<file path="src/rtl/sram_march_bist.sv">
// sram_march_bist
// Built-in self-test initiator for one port of dual_port_sram. On start it
// runs a four-element March sequence (w0 up; r0,w1 up; r1,w0 down; r0 up),
// compares every read against its expected value and reports the outcome.
//
// Ports
//   clk            clock, rising edge
//   reset          asynchronous, active-high
//   start          begin a test; honoured only in IDLE or DONE
//   sram_rwenable  1 = write, 0 = read (registered)
//   sram_addr      SRAM address (registered)
//   sram_data      SRAM write data, 0 on reads (registered)
//   sram_rdata     SRAM read data, valid one edge after the command
//   busy           test in progress
//   done           test complete, results valid (level)
//   pass           done with zero miscompares
//   fail_addr      address of the first miscompare
//   fail_data      data read at the first miscompare
//   err_count      saturating miscompare count
module sram_march_bist #(
    parameter int RAM_WIDTH = 8,
    parameter int RAM_DEPTH = 64,
    parameter int ADDR_SIZE = 8,
    parameter int ERR_W     = 8
) (
    input  logic                 clk,
    input  logic                 reset,
    input  logic                 start,
    output logic                 sram_rwenable,
    output logic [ADDR_SIZE-1:0] sram_addr,
    output logic [RAM_WIDTH-1:0] sram_data,
    input  logic [RAM_WIDTH-1:0] sram_rdata,
    output logic                 busy,
    output logic                 done,
    output logic                 pass,
    output logic [ADDR_SIZE-1:0] fail_addr,
    output logic [RAM_WIDTH-1:0] fail_data,
    output logic [ERR_W-1:0]     err_count
);

    typedef enum logic [2:0] {IDLE, M0, M1, M2, M3, DRAIN, DONE} state_t;

    localparam logic [ADDR_SIZE-1:0] LAST_ADDR = ADDR_SIZE'(RAM_DEPTH - 1);

    // State register holds the element of the command currently on the bus.
    state_t               state, state_nxt;
    logic [ADDR_SIZE-1:0] addr_cnt, addr_nxt;
    logic                 phase, phase_nxt;       // M1/M2: 0 = read op, 1 = write op
    logic                 drain_cnt, drain_nxt;

    // Command about to be registered, decoded from the next state.
    logic                 cmd_rw;
    logic [ADDR_SIZE-1:0] cmd_addr;
    logic [RAM_WIDTH-1:0] cmd_data;
    logic                 rd_issue;
    logic [RAM_WIDTH-1:0] rd_exp;

    // Two-stage compare pipeline matching the SRAM's registered read latency.
    logic                 s1_valid, s2_valid;
    logic [ADDR_SIZE-1:0] s1_addr, s2_addr;
    logic [RAM_WIDTH-1:0] s1_exp, s2_exp;

    logic start_ok;
    logic miscompare;

    assign start_ok   = start && (state == IDLE || state == DONE);
    assign miscompare = s2_valid && (sram_rdata != s2_exp);
    assign busy       = (state != IDLE) && (state != DONE);
    assign done       = (state == DONE);

    // Next-state logic: transitions happen at the terminal address, so the
    // counter never presents a wrapped or underflowed value on the bus.
    always_comb begin
        // NOTE: every output of this block is given a default first so no
        // path leaves it unassigned and no latch is inferred.
        state_nxt = state;
        addr_nxt  = addr_cnt;
        phase_nxt = phase;
        drain_nxt = drain_cnt;
        case (state)
            IDLE, DONE: begin
                if (start) begin
                    state_nxt = M0;
                    addr_nxt  = '0;
                    phase_nxt = 1'b0;
                end
            end
            M0: begin
                if (addr_cnt == LAST_ADDR) begin
                    state_nxt = M1;
                    addr_nxt  = '0;
                    phase_nxt = 1'b0;
                end else begin
                    addr_nxt = addr_cnt + 1'b1;
                end
            end
            M1: begin
                if (!phase) begin
                    phase_nxt = 1'b1;
                end else begin
                    phase_nxt = 1'b0;
                    if (addr_cnt == LAST_ADDR) begin
                        state_nxt = M2;
                        addr_nxt  = LAST_ADDR;
                    end else begin
                        addr_nxt = addr_cnt + 1'b1;
                    end
                end
            end
            M2: begin
                if (!phase) begin
                    phase_nxt = 1'b1;
                end else begin
                    phase_nxt = 1'b0;
                    if (addr_cnt == '0) begin
                        state_nxt = M3;
                    end else begin
                        addr_nxt = addr_cnt - 1'b1;
                    end
                end
            end
            M3: begin
                if (addr_cnt == LAST_ADDR) begin
                    state_nxt = DRAIN;
                    addr_nxt  = '0;
                    drain_nxt = 1'b0;
                end else begin
                    addr_nxt = addr_cnt + 1'b1;
                end
            end
            DRAIN: begin
                if (drain_cnt) state_nxt = DONE;
                else           drain_nxt = 1'b1;
            end
            default: state_nxt = IDLE;
        endcase
    end

    // Output decode: the command and its expected read value for the next edge.
    always_comb begin
        cmd_rw   = 1'b0;
        cmd_addr = '0;
        cmd_data = '0;
        rd_issue = 1'b0;
        rd_exp   = '0;
        case (state_nxt)
            M0: begin
                cmd_rw   = 1'b1;
                cmd_addr = addr_nxt;
            end
            M1: begin
                cmd_addr = addr_nxt;
                if (phase_nxt) begin
                    cmd_rw   = 1'b1;
                    cmd_data = '1;
                end else begin
                    rd_issue = 1'b1;
                end
            end
            M2: begin
                cmd_addr = addr_nxt;
                if (phase_nxt) begin
                    cmd_rw = 1'b1;
                end else begin
                    rd_issue = 1'b1;
                    rd_exp   = '1;
                end
            end
            M3: begin
                cmd_addr = addr_nxt;
                rd_issue = 1'b1;
            end
            default: ;
        endcase
    end

    // State, command and result registers.
    always_ff @(posedge clk or posedge reset) begin
        if (reset) begin
            state         <= IDLE;
            addr_cnt      <= '0;
            phase         <= 1'b0;
            drain_cnt     <= 1'b0;
            sram_rwenable <= 1'b0;
            sram_addr     <= '0;
            sram_data     <= '0;
            s1_valid      <= 1'b0;
            s1_addr       <= '0;
            s1_exp        <= '0;
            s2_valid      <= 1'b0;
            s2_addr       <= '0;
            s2_exp        <= '0;
            pass          <= 1'b0;
            fail_addr     <= '0;
            fail_data     <= '0;
            err_count     <= '0;
        end else begin
            // NOTE: non-blocking assignments so every register samples the
            // values from before this edge, independent of statement order.
            state         <= state_nxt;
            addr_cnt      <= addr_nxt;
            phase         <= phase_nxt;
            drain_cnt     <= drain_nxt;
            sram_rwenable <= cmd_rw;
            sram_addr     <= cmd_addr;
            sram_data     <= cmd_data;
            s1_valid      <= rd_issue;
            s1_addr       <= cmd_addr;
            s1_exp        <= rd_exp;
            if (start_ok) begin
                s2_valid  <= 1'b0;
                s2_addr   <= '0;
                s2_exp    <= '0;
                pass      <= 1'b0;
                fail_addr <= '0;
                fail_data <= '0;
                err_count <= '0;
            end else begin
                s2_valid <= s1_valid;
                s2_addr  <= s1_addr;
                s2_exp   <= s1_exp;
                if (miscompare) begin
                    if (err_count == '0) begin
                        fail_addr <= s2_addr;
                        fail_data <= sram_rdata;
                    end
                    if (err_count != {ERR_W{1'b1}}) err_count <= err_count + 1'b1;
                end
                // The last compare lands one edge before DONE, so err_count is final here.
                if (state == DRAIN && state_nxt == DONE) pass <= (err_count == '0);
            end
        end
    end

endmodule

</file>
<file path="config.mk">
export PLATFORM = sky130hd
export DESIGN_NAME = sram_march_bist
export DESIGN_NICKNAME = d
export VERILOG_FILES = /design/src/rtl/sram_march_bist.sv
export SDC_FILE = /design/constraint.sdc
export NUM_CORES = 1
export LEC_CHECK = 0
export ABC_AREA = 1
export CAP_MARGIN = 20
export CORE_MARGIN = 1
export CORE_UTILIZATION = 49
export CTS_CLUSTER_SIZE = 40
export DETAILED_ROUTE_END_ITERATION = 8
export PLACE_DENSITY = 0.77
export REMOVE_ABC_BUFFERS = 1
export SYNTH_ARGS = -nofsm -noshare
export SYNTH_HDL_FRONTEND = slang
export SYNTH_SLANG_ARGS = --single-unit
</file>
<file path="constraint.sdc">
create_clock -name clk -period 1.85 [get_ports clk]
set_clock_uncertainty 0.05 [all_clocks]
set_input_delay 0.37 -clock clk [delete_from_list [all_inputs] [get_ports clk]]
set_output_delay 0.37 -clock clk [all_outputs]
set_load 0.02 [all_outputs]
</file>
==> results.yml, run 1 <==
critical_path:
  ff2ff_setup_slack_ps: -50
  critPathKind: "reg -> reg"
  rr_startpoint: "addr_cnt[1]"
  required_ps: 2020
  critPathLaunchType: "register"
  worstRegToRegCells: 13
  cp-startpoint: "addr_cnt[1]"
  cp-end-kind: "register"
  critPathMaxFanout: 8
  arrival_ps: 2070
  cp-endpoint: "s1_addr[0]"
  r2r_end: "s1_addr[0]"
pwr:
  ir_drop_mv: 0.5587
  powerDensity_nw_per_um2: 953.6
  netSwitchingPower_w: 0.001738
  p_seq_frac: 0.334
  leakage_nw: 2.579
  swShare: 0.3717
  p_int_w: 0.002938
  p_clk_frac: 0.282
  p_comb_frac: 0.384
clock_network:
  worst_skew_pair.late_latency_ps: 340
  cts_buffers: 9
  cts.sinks: 60
  cts_tree: "built"
  htree_levels: 3
  ctsLongestPathBuffers: 2
  clk_pin_slew_ps: 70
  cts-root-buf: "clkbuf_8"
  cts_hold_buffers: 0
placement:
  place_ws_ps: -231.4
  hpwl_microns: 6116
  dp.cells: 637
  io_buffers: 54
  place_area_sq_um: 4369
  routabilityCongestion: 0.9754
route:
  via_count: 3373
  wl_per_cell_microns: 13.74
  viasPerCell: 5.080
  ant_nets: 0
  drt_iter0_markers: 188
  wirelength_microns: 9121
  drcViolationCount: 0
  drt-pass1-iter-count: 5
grt:
  grt_pass1_wl_microns: 14430
  antenna_found_initial: 0
  grt_pass1_vias: 3258
  grt_max_degree: 61
  grt_overflow: 0
  grt_util_all_layers: 0.2455
synth:
  ys_ff_latch: 60
  yosysSeqAreaShare: 0.4310
  synth_area_per_cell_sq_um: 7.540
  synth_warnings: 0
  syn_inst: 462
  synth.distinct_cells: 31
  syn_area_sq_um: 3483
hold_path:
  min_path_type: "in -> async"
timing:
  fin_crit_sh: 1.028
  rsz0062_at_grt: "yes"
  fin_crit_ps: 1902
  maxSlewHeadroom: 0.7137
  timing.final.setup_violations: 10
  finalHoldViolCount: 0
  worst_pin_slew_ps: 427.8
  fmax_mhz: 525.8
  drv_slew: 0
  timing.final.ws_setup_ps: -51.82
final_layout:
  area_growth_pct: 40.77
  drive_above_1_share: 0.2764
  layout.nets: 581
  fin_area_sq_um: 4903
  finalNonFillerCells: 664
  num_antenna_cells: 0
floorplan:
  initial_core_util: 0.5099
  fp.dieH_microns: 86.32
  io_pins: 55
  core_sq_um: 6832
  die_x_microns: 86.32
  dieArea_sq_um: 7450
  num_rows: 30
run_status:
  status: "complete, but fails checks"
  violations: "setup timing"
flow_run:
  maxCapViolations: 0
==> cells in the mapped netlist <==
master,n,share of area
nand3_2,1,0.0029
o211ai_2,1,0.0036
clkinv_2,1,0.0014
nor3_1,2,0.0029
nand3_1,51,0.073
nand3b_1,2,0.0043
buf_4,8,0.017
xor2_1,9,0.023
a21oi_1,17,0.024
a31oi_1,1,0.0018
inv_1,59,0.064
nand2_2,11,0.020
o21ai_0,15,0.022
nor2_4,2,0.0065
nand2_1,112,0.12
nand2_4,2,0.0065
nand4_1,16,0.029
inv_2,6,0.0065
nor3_2,1,0.0029
and3_1,1,0.0018
nor3_4,1,0.0047
buf_6,3,0.0097
buf_2,5,0.0072
ha_1,7,0.025
nor4_2,2,0.0072
and2_1,1,0.0018
o31ai_2,1,0.0036
nor2_2,11,0.020
nor2_1,50,0.054
dfrtp_1,60,0.43
clkbuf_1,3,0.0032
==> registers in the layout (all words and copies together), names as in the netlist, 3 cells and up <==
name	count
err_count	8
s2_addr	8
fail_data	8
s1_addr	8
state	3
fail_addr	8
addr_cnt	8
==> how the worst min path moves through the flow <==
stage / startpoint / endpoint / slack, ps / cells after the start
6_report: reset / sram_data[6] / 350 / 3
3_3_place_gp: s2_addr[2] / fail_addr[2] / 370 / 2
3_5_place_dp: s2_addr[6] / fail_addr[6] / 380 / 2
4_1_cts: reset / fail_data[1] / 360 / 3
2_1_floorplan: s2_addr[0] / fail_addr[0] / 370 / 2
5_1_grt: reset / err_count[2] / 410 / 3
==> through the flow <==
step / setup TNS, ps / hold slack [ps] / util / total power, W
after floorplan: -3856 / 368.3 / - / 0.002367
after global placement: -3731 / 372.7 / 0.6396 / 0.002944
after detailed placement: -5178 / 378.5 / 0.6396 / 0.002969
after CTS: -257.6 / 358.6 / 0.6859 / 0.004368
after global routing: -1591 / 409.2 / 0.7178 / 0.004922
final: -339.3 / 349.3 / 0.7178 / 0.004676
==> cell families after synthesis <==
kind of cell | after synthesis | share of synthesized area
AND/OR/NAND/NOR | 266 | 0.3574
buffers and inverters | 85 | 0.1088
flip-flops | 60 | 0.4310
AO/OA/AOI/OAI | 35 | 0.05496
XOR/XNOR | 9 | 0.02263
adder cells (fa/ha/maj) | 7 | 0.02514
==> power groups by stage <==
stage | Clock, W | Sequential [W] | Combinational [W]
after floorplan | 0 | 0.00157 | 0.000797
after global placement | 0 | 0.00155 | 0.00139
after detailed placement | 0 | 0.00155 | 0.00142
after CTS | 0.00134 | 0.00154 | 0.00149
after global routing | 0.00139 | 0.00157 | 0.00196
final | 0.00132 | 0.00156 | 0.00180
==> layout by cell type (no fill, tap or decap), types with 10 or more instances in the layout <==
cell | synthesis | routed
dfrtp_1 | 60 | 55
clkbuf_8 | 0 | 10
nand2_1 | 112 | 102
o21ai_0 | 15 | 11
clkdlybuf4s50_1 | 0 | 39
nand2_2 | 11 | 13
nand4_1 | 16 | 16
nor2_2 | 11 | 12
nand3_1 | 51 | 46
nor2_1 | 50 | 42
buf_4 | 8 | 51
inv_2 | 6 | 15
inv_1 | 59 | 49
a21oi_1 | 17 | 15
==> layout make-up <==
class                   instances  area (sq um)
multi-input cells             317          1815
inverters                      66         251.5
well taps                      96         120.1
flip-flops and latches         60          1508
fillers                       530          1928
clock buffers                  11         141.4
repair buffers                109         982.2
clock inverters                 5         85.08
==> critical path, cell delays in order, from the launching register on <==
cell and delay (ps):
dfrtp_2 440, ha_4 170, buf_6 100, nand2_4 50, nor2_4 100, nand2_2 90, nor2_2 110, nand2_1 70
nand4_1 120, nand2_2 130, nand2_4 110, nand2_4 70, nand2_8 120, nor2_4 50
==> what timing repair did <==
| item | CTS | global route |
|---|---|---|
| resized for setup | 26 | 65 |
| pin swaps | 9 | 25 |
| setup buffers | 7 | 4 |
| cloned | 0 | 0 |
| endpoints found under the setup margin | 36 | 37 |
==> metal layers <==
layer  part of all wire  track usage
met5                  0            0
met4              0.031       0.1333
met3              0.043      0.03810
met2               0.49       0.4105
met1               0.44       0.3062
No activity file was read; power rests on OpenSTA's default activity.
==> run 2: changes to the inputs <==
--- a/config.mk
+++ b/config.mk
@@ -13,6 +13,7 @@
 export DETAILED_ROUTE_END_ITERATION = 8
 export PLACE_DENSITY = 0.77
 export REMOVE_ABC_BUFFERS = 1
+export SLEW_MARGIN = 20
 export SYNTH_ARGS = -nofsm -noshare
 export SYNTH_HDL_FRONTEND = slang
 export SYNTH_SLANG_ARGS = --single-unit
==> results of run 2 <==
No change in the layout: final DEF, timing and power equal those of run 1.
==> run 3: changes to the inputs <==
--- a/config.mk
+++ b/config.mk
@@ -6,12 +6,15 @@
 export NUM_CORES = 1
 export LEC_CHECK = 0
 export ABC_AREA = 1
+export ABC_CLOCK_PERIOD_IN_PS = 2000
 export CAP_MARGIN = 20
+export CELL_PAD_IN_SITES_DETAIL_PLACEMENT = 1
+export CELL_PAD_IN_SITES_GLOBAL_PLACEMENT = 1
 export CORE_MARGIN = 1
-export CORE_UTILIZATION = 49
+export CORE_UTILIZATION = 39
 export CTS_CLUSTER_SIZE = 40
 export DETAILED_ROUTE_END_ITERATION = 8
-export PLACE_DENSITY = 0.77
+export PLACE_DENSITY_LB_ADDON = 0.1
 export REMOVE_ABC_BUFFERS = 1
 export SLEW_MARGIN = 20
 export SYNTH_ARGS = -nofsm -noshare
==> constraint.sdc (replaced) <==
create_clock -name clk -period 2 [get_ports clk]
set_clock_uncertainty 0.05 [all_clocks]
set_input_delay 0.4 -clock clk [delete_from_list [all_inputs] [get_ports clk]]
set_output_delay 0.4 -clock clk [all_outputs]
set_load 0.02 [all_outputs]
==> results.yml, run 3 (synthesis results as in run 1) <==
timing:
  drv_slew: 0
  maxSlewHeadroom: 0.7036
  worst_pin_slew_ps: 442.9
  fmax_mhz: 523.8
  finalHoldViolCount: 0
  setup-tns-final_ps: 0
  timing.final.setup_violations: 0
  fin_crit_ps: 1909
  fin_crit_sh: 0.9546
grt:
  grt_pass1_vias: 3355
  antenna_found_initial: 0
  grt_overflow: 0
  grt_max_degree: 61
  grt_util_all_layers: 0.2323
  grt_pass1_wl_microns: 16390
route:
  dr_wl_met2_microns: 4932
  top_layer: "met4"
  wirelength_microns: 10070
  m1WireLength_microns: 4683
  wl_met3_microns: 356
  drt_iter0_markers: 82
  ant_nets: 0
  via_count: 3280
  wl_per_cell_microns: 15.21
  viasPerCell: 4.955
  drcViolationCount: 0
  drt-pass1-iter-count: 4
floorplan:
  initial_core_util: 0.4014
  fp.dieH_microns: 96.51
  core_sq_um: 8678
  dieArea_sq_um: 9313
  io_pins: 55
  num_rows: 34
  die_x_microns: 96.51
pwr:
  power.total_w: 0.004139
  powerDensity_nw_per_um2: 887.4
  ir_drop_mv: 0.4331
  leakage_nw: 2.346
clock_network:
  cts-root-buf: "clkbuf_8"
  ctsLongestPathBuffers: 2
  cts_tree: "built"
  cts_hold_buffers: 0
  clk_pin_slew_ps: 80
  cts_buffers: 9
  htree_levels: 3
  worst_skew_pair.late_latency_ps: 340
  cts.sinks: 60
final_layout:
  multi_input_comb_area_sq_um: 1704
  fill_cells: 1099
  layout_commonest_cell: "nand2_1"
  layout.nets: 567
  fin_util: 0.5375
  num_antenna_cells: 0
  layout_common_cells: "nand2_1 (109), dfrtp_1 (56), inv_1 (53)"
  layout.area.seq_sq_um: 1506
  drive_above_1_share: 0.2220
  area_growth_pct: 33.91
critical_path:
  critPathMaxFanout: 6
  arrival_ps: 1460
  critPathKind: "reg -> out"
  ff2ff_setup_slack_ps: 110
  critPathLaunchType: "register"
  cp-end-kind: "output port"
  required_ps: 1550
run_status:
  status: "complete, no violations"
placement:
  hpwl_microns: 7492
  io_buffers: 54
  routabilityCongestion: 0.8905
hold_path:
  min_path_type: "in -> async"
flow_run:
  maxCapViolations: 0
-- run 3: changes by cell type in the layout (fill, tap and decap cells not counted), moves of 3 or more --
cell             change
clkdlybuf4s50_1     +13
buf_4               -11
nand2_1              +7
dlygate4sd2_1        -6
dlymetal6s2s_1       -6
nand2_4              -6
inv_1                +4
nor2_4               -4
clkinv_2             +3
inv_2                -3
nand3_1              +3
nand3_2              -3
nor2_2               +3
-- run 3: critical path, stage by stage (launching register included) --
cell             delay (ps)
dfrtp_1                 360
buf_4                   150
clkdlybuf4s50_1         610
-- run 3: final timing paths --
check	cells past startpoint	start	to
worst min-delay path	3	reset	err_count[2]
min in group clk	2	s2_addr[5]	fail_addr[5]
worst max register to register	12	addr_cnt[0]	s1_addr[0]
max in group asynchronous	3	reset	addr_cnt[3]
worst max-delay path	2	err_count[2]	err_count[2]
worst min register to register	2	s2_addr[5]	fail_addr[5]
-- run 3: cell type report --
| cell class | count | area share |
|---|---|---|
| repair buffers | 95 | 0.1832 |
| clock buffers | 9 | 0.02656 |
| multi-input cells | 317 | 0.3653 |
| clock inverters | 7 | 0.01958 |
| flip-flops and latches | 60 | 0.3230 |
| inverters | 66 | 0.05338 |
| well taps | 108 | 0.02897 |
-- run 3: metal layers --
metal,global-route usage,vias to the layer above
li1,-,1630
met1,0.2952,1586
met2,0.3996,55
met3,0.04382,9
met4,0.06863,0
met5,0,-
-- run 3: power breakdown --
group	switching (W)	total [W]	internal [W]	leakage (nW)
Clock	0.000503	0.00120	0.000696	0.109
Combinational	0.000938	0.00150	0.000563	1.41
Sequential	0.000118	0.00144	0.00132	0.822
-- run 3: per-stage QoR --
stage | instance area [sq um] | cells | hold slack (ps) | worst slack [ps]
after global placement | 4304 | 640 | 371.6 | -130.2
after floorplan | 3353 | 443 | 368.3 | 65.31
after detailed placement | 4304 | 640 | 385.6 | -196.5
after global routing | 4664 | 662 | 408.9 | -15.84
after CTS | 4539 | 658 | 384.0 | 19.17
final | 4664 | 662 | 370.1 | 90.86
-- run 3: timing repair --
item	in CTS	in global routing
buffers inserted	2	4
pin swaps	1	5
gates resized for setup	6	34
endpoints found under the setup margin	12	25
